--- src/rtl/mips_btb_predictor.sv ---
// Branch predictor feeding the fetch stage.
// Direct-mapped BTB with one 2-bit saturating counter per entry. The current
// fetch word address is looked up every cycle to give a taken/not-taken
// prediction and a target. Resolved branches from EX train the table one
// cycle later, with no bypass. The block also counts lookups and mispredicts.
module mips_btb_predictor #(
  parameter int         BTB_ENTRIES = 16,
  parameter int         INDEX_BITS  = 4,
  parameter logic [1:0] CTR_INIT    = 2'b10,
  parameter int         PERF_W      = 32
) (
  input  logic              clk,
  input  logic              rst_b,
  input  logic              stall,
  input  logic [29:0]       inst_addr_PC,
  output logic              br_pred_taken,
  output logic              br_pred_not_taken,
  output logic [29:0]       branch_prediction_addr,
  input  logic              upd_valid,
  input  logic [29:0]       upd_pc,
  input  logic              upd_taken,
  input  logic [29:0]       upd_target,
  input  logic              upd_mispredict,
  output logic [PERF_W-1:0] perf_lookups,
  output logic [PERF_W-1:0] perf_mispredicts
);

  localparam int TAG_W = 30 - INDEX_BITS;

  // Table storage. Each array has a next-state copy.
  logic [BTB_ENTRIES-1:0] valid_q, valid_d;
  logic [TAG_W-1:0]       tag_q    [BTB_ENTRIES];
  logic [TAG_W-1:0]       tag_d    [BTB_ENTRIES];
  logic [29:0]            target_q [BTB_ENTRIES];
  logic [29:0]            target_d [BTB_ENTRIES];
  logic [1:0]             ctr_q    [BTB_ENTRIES];
  logic [1:0]             ctr_d    [BTB_ENTRIES];

  // The active flag holds predictions off during the first cycle after reset.
  logic              active_q, active_d;
  logic [PERF_W-1:0] perf_lookups_q, perf_lookups_d;
  logic [PERF_W-1:0] perf_mispredicts_q, perf_mispredicts_d;

  // Lookup-side decode.
  logic [INDEX_BITS-1:0] lk_idx;
  logic [TAG_W-1:0]      lk_tag;
  logic                  lk_hit;
  logic                  lk_en;
  logic                  pred_taken;

  // Update-side decode.
  logic [INDEX_BITS-1:0] upd_idx;
  logic [TAG_W-1:0]      upd_tag;
  logic                  upd_hit;

  function automatic logic [1:0] sat_inc(input logic [1:0] c);
    return (c == 2'b11) ? 2'b11 : c + 2'b01;
  endfunction

  function automatic logic [1:0] sat_dec(input logic [1:0] c);
    return (c == 2'b00) ? 2'b00 : c - 2'b01;
  endfunction

  assign lk_idx  = inst_addr_PC[INDEX_BITS-1:0];
  assign lk_tag  = inst_addr_PC[29:INDEX_BITS];
  assign upd_idx = upd_pc[INDEX_BITS-1:0];
  assign upd_tag = upd_pc[29:INDEX_BITS];

  // Lookup reads only registered state, so an update in the same cycle is not visible yet.
  always_comb begin
    lk_hit     = valid_q[lk_idx] && (tag_q[lk_idx] == lk_tag);
    lk_en      = active_q && !stall;
    pred_taken = lk_en && lk_hit && ctr_q[lk_idx][1];
    upd_hit    = valid_q[upd_idx] && (tag_q[upd_idx] == upd_tag);
  end

  assign br_pred_taken          = pred_taken;
  assign br_pred_not_taken      = lk_en && !pred_taken;
  assign branch_prediction_addr = pred_taken ? target_q[lk_idx] : 30'd0;
  assign perf_lookups           = perf_lookups_q;
  assign perf_mispredicts       = perf_mispredicts_q;

  // Table training. A taken miss allocates or replaces the entry; a not-taken miss leaves it alone.
  always_comb begin
    valid_d  = valid_q;
    tag_d    = tag_q;
    target_d = target_q;
    ctr_d    = ctr_q;
    if (upd_valid) begin
      if (upd_hit) begin
        if (upd_taken) begin
          ctr_d[upd_idx]    = sat_inc(ctr_q[upd_idx]);
          target_d[upd_idx] = upd_target;
        end else begin
          ctr_d[upd_idx]    = sat_dec(ctr_q[upd_idx]);
        end
      end else if (upd_taken) begin
        valid_d[upd_idx]  = 1'b1;
        tag_d[upd_idx]    = upd_tag;
        target_d[upd_idx] = upd_target;
        ctr_d[upd_idx]    = CTR_INIT;
      end
    end
  end

  // Active flag and performance counters. The counters wrap naturally.
  always_comb begin
    active_d           = 1'b1;
    perf_lookups_d     = perf_lookups_q + PERF_W'(lk_en);
    perf_mispredicts_d = perf_mispredicts_q + PERF_W'(upd_valid && upd_mispredict);
  end

  // State registers. Reset invalidates every entry and discards any update in flight.
  always_ff @(posedge clk or negedge rst_b) begin
    if (!rst_b) begin
      valid_q            <= '0;
      active_q           <= 1'b0;
      perf_lookups_q     <= '0;
      perf_mispredicts_q <= '0;
      for (int i = 0; i < BTB_ENTRIES; i++) begin
        tag_q[i]    <= '0;
        target_q[i] <= '0;
        ctr_q[i]    <= '0;
      end
    end else begin
      valid_q            <= valid_d;
      active_q           <= active_d;
      perf_lookups_q     <= perf_lookups_d;
      perf_mispredicts_q <= perf_mispredicts_d;
      for (int i = 0; i < BTB_ENTRIES; i++) begin
        tag_q[i]    <= tag_d[i];
        target_q[i] <= target_d[i];
        ctr_q[i]    <= ctr_d[i];
      end
    end
  end

endmodule

--- config.mk ---
export PLATFORM = sky130hd
export DESIGN_NAME = mips_btb_predictor
export DESIGN_NICKNAME = d
export VERILOG_FILES = /design/src/rtl/mips_btb_predictor.sv
export SDC_FILE = /design/constraint.sdc
export NUM_CORES = 2
export LEC_CHECK = 0
export BUFFER_PORTS_ARGS = -buffer_cell sky130_fd_sc_hd__buf_2
export CORE_ASPECT_RATIO = 0.8
export CORE_MARGIN = 4
export CORE_UTILIZATION = 50
export CTS_BUF_LIST = sky130_fd_sc_hd__clkbuf_4 sky130_fd_sc_hd__clkbuf_8
export CTS_CLUSTER_SIZE = 10
export DETAILED_ROUTE_END_ITERATION = 10
export PLACE_DENSITY = 0.67
export SYNTH_ARGS = -nofsm -noshare
export SYNTH_HDL_FRONTEND = slang
export SYNTH_SLANG_ARGS = --single-unit
--- constraint.sdc ---
create_clock -name clk -period 4.8 [get_ports clk]
set_clock_uncertainty 0.1 [all_clocks]
set_input_delay 0.24 -clock clk [delete_from_list [all_inputs] [get_ports clk]]
set_output_delay 0.24 -clock clk [all_outputs]
set_load 0.005 [all_outputs]
==> impl_metrics.toml <==
[status]
status = "finished, final reports clean"

[yosys]
synth_enable_flop_cells = 0
synth.top_cell.area_share_pct = 49.8
synth_top_family_by_area = "multiplexers"
synth-xor-area-share_pct = 2.02
synth-seq-cells = 1009
synthTopCellsByCount = "dfrtp_1, mux2_2, nand2_1"
asyncSetResetFlopFracSynth_pct = 100
syn-mean-instance-area_um2 = 14.2
post_synth_fa_ha_maj_area_fraction_pct = 0.138
mappedNetlistNets = 3664
synth_largest_area_cell = "dfrtp_1"
synth_cell_types = 70
synth_compound_area_share_pct = 2.76
simple_logic_cell_fraction_of_the_synthesized_area_pct = 6.18
postSynth.topFlopCell = "dfrtp_1"
ys_warn_count = 0
synth_seq_area_share_pct = 49.8
synth_cells = 3564
yosys.cell_count.top_type = "dfrtp_1"
synth.top_cells.by_area = "dfrtp_1, mux2_2, mux4_2"
synth.cell_area_um2 = 50700
yosys-mux-area-fraction_pct = 35.8

[run]
drv_cap = 0

[clock_network]
cts_root_buf = "clkbuf_8"
clkLatencyLatePin_ns = 0.86
cts_buffers = 166
h-tree-depth = 4
clk_transition_reported_paths_ns = 0.07
tritoncts_num_sinks = 1009
clockBufferDepth = 3
cts_post_setup_buffers_inserted = 0
clock_tree_from_tritoncts = "done"

[floorplan]
fp-row-count = 104
top_level_ports = 192
die_x_um = 364
core_area_um2 = 101000
fp.dieArea_um2 = 107000
fp.dieH_um = 293
initial_utilization_pct = 50.4

[placed_design]
numPortBuffers = 191
dp_hpwl_um = 82100
place_area_um2 = 53400
place_congestion = 0.865

[pwr]
irDropWorstVdd_mv = 0.229
finalPower_mw = 23.7
p_leak_nw = 25.7
power_per_unit_of_standard_cell_area_nw_per_um2 = 412

[final_layout]
final_layout_size_suffix_gt1_share_pct = 46.7
areaGrowthSynthToFinish_pct = 13.7
nets = 3893
post-route-util_pct = 57.3
stdcell_area_um2 = 57600

[global_routing]
grt_first_pass_wirelength_um = 213000
grt_pass1_vias = 33100
grt.total_usage_pct = 26.4
grt.overflow.total = 0
largest_net_degree_at_the_start_of_global_routing = 149
initial_antenna_violation_count = 5

[route]
routed_via_count = 32100
detail_route.drc_violations = 0
routed_wire_length_per_instance_um = 26.5
ant_nets = 0
drt_wl_total_um = 139000
first_pass_iteration_count_of_the_detailed_router = 6
initialDrtViolationCount = 2991
routed_via_density = 6.11

[sta]
maxClockFrequency_mhz = 215
layout_min_cycle_time_ns = 4.65
setup-violations-final = 0
final-max-slew-violation-count = 0
tightestPinTransition_ns = 0.986
final_min_period_over_clock_period_pct = 96.9
timing_hold_violations_final = 0
max-slew-margin-rel_pct = 34.3

[worst_setup_path]
r2r_setup_slack_ns = 0.82
cp_top_family = "simple AND/OR/NAND/NOR gates"
cp.required_ns = 4.46
startpoint_type = "flip-flop"
endpoint_type_of_the_worst_setup_path = "primary output"
cp_slowest_cell = "or4_2"
rr_startpoint = "tag_q[73]$_DFFE_PN0P_"
cp.buffers_inverters = 2
crit_path_max_incr_delay_ns = 0.74
largest_fanout_on_the_critical_path = 32
regToRegEndpoint = "tag_q[383]$_DFFE_PN0P_"
timing.critical_path.mode_cell = "mux4_2"
setup.worst_path.class = "flip-flop to primary output"
r2r_cells = 10
ordered_cell_list_for_the_critical_path = "mux4_2 > mux4_2 > xor2_1 > nor4_2 > nand4_1 > or4_2 > buf_12 > nor2b_1 > buf_2"
critical_path_arrival_ns = 4.31

[min_path]
hold_class = "input pin to async pin"
metal layers:
metal / track usage, % / vias to the layer above / part of all wire (%)
met1: 39.4 / 17000 / 45
met4: 8.29 / 4 / 2.7
met2: 38.5 / 1213 / 44
li1: - / 13700 / -
met3: 6.43 / 237 / 7.7
met5: 0 / - / 0.019
worst max path at each step:
stage | startpoint | to | slack [ns] | cells past startpoint
floorplan | inst_addr_PC[0] | br_pred_not_taken | 0.94 | 10
global placement | inst_addr_PC[1] | branch_prediction_addr[18] | 0.31 | 10
detailed placement | inst_addr_PC[1] | branch_prediction_addr[18] | 0.30 | 10
CTS | tag_q[150]$_DFFE_PN0P_ | branch_prediction_addr[18] | 0.03 | 9
global route | tag_q[119]$_DFFE_PN0P_ | br_pred_not_taken | -0.01 | 10
finish | tag_q[270]$_DFFE_PN0P_ | branch_prediction_addr[1] | 0.15 | 9
per-stage QoR:
step	setup WS [ns]	std cells	TNS, ns	hold WS [ns]
after detailed placement	0.296	4887	0	0.209
after CTS	0.0269	5245	0	0.0282
after floorplan	0.936	3564	0	-0.156
final	0.149	5248	0	0.0883
after global placement	0.313	4887	0	0.207
after global routing	-0.0139	5247	-0.0498	0.0713
worst min-delay path: stages:
cell,delay [ns]
dlygate4sd3_1,0.57
buf_8,0.25
buf_4,0.32
report_power, final:
group          total (mW)  leakage (nW)  internal [mW]  switching [mW]
clock network        8.19          1.92           4.58            3.62
logic                4.44          10.8           2.65            1.80
registers            11.1          13.0           10.1            1.04
final cells by class:
cell class | instances | area (um^2)
timing repair buffer | 366 | 3010
fill | 8027 | 42900
sequential | 1009 | 25200
antenna | 3 | 7.51
multi-input combinational | 2232 | 24000
clock buffer | 257 | 3180
tap | 1325 | 1660
inverter | 18 | 67.6
clock inverter | 38 | 434
state kept, by name, indices dropped and copies added, names as in the netlist:
| register | count |
|---|---|
| valid_q | 16 |
| perf_lookups | 32 |
| tag_q | 416 |
| active_q | 1 |
| perf_mispredicts | 32 |
| target_q | 480 |
| ctr_q | 32 |
timing repair:
| action | CTS | global route |
|---|---|---|
| resized for setup | 1 | 2 |
| pin swaps | 0 | 2 |
| setup endpoints to repair | 31 | 6 |
| endpoints found under the hold margin | 1464 | 0 |
| hold buffers | 63 | 0 |
cell families (layout without fill, tap and decap cells):
kind of cell	after synthesis	count (layout)
adders and majority gates	6	6
DFF	1009	1009
AOI/OAI and AO/OA	169	169
xor gates and xnor gates	117	117
and+or+nand+nor	719	719
muxes	1220	1220
other	1	4
buffers and inverters	323	679
layout by cell type (no fill, tap or decap), types with 18 or more instances in the layout:
cell / n
buf_2: 183
mux4_2: 367
mux2i_1: 53
xor2_1: 45
mux2_4: 53
clkbuf_4: 57
dfrtp_1: 1009
nand2_1: 434
a21oi_1: 21
o21ai_0: 21
buf_12: 41
clkinv_2: 18
nor2b_1: 38
dlygate4sd3_1: 62
buf_4: 73
nor2_1: 69
or2_2: 18
mux2_2: 736
clkbuf_8: 200
xnor2_1: 72
nand3_1: 54
Note: power is estimated with default switching activity, not from simulation.
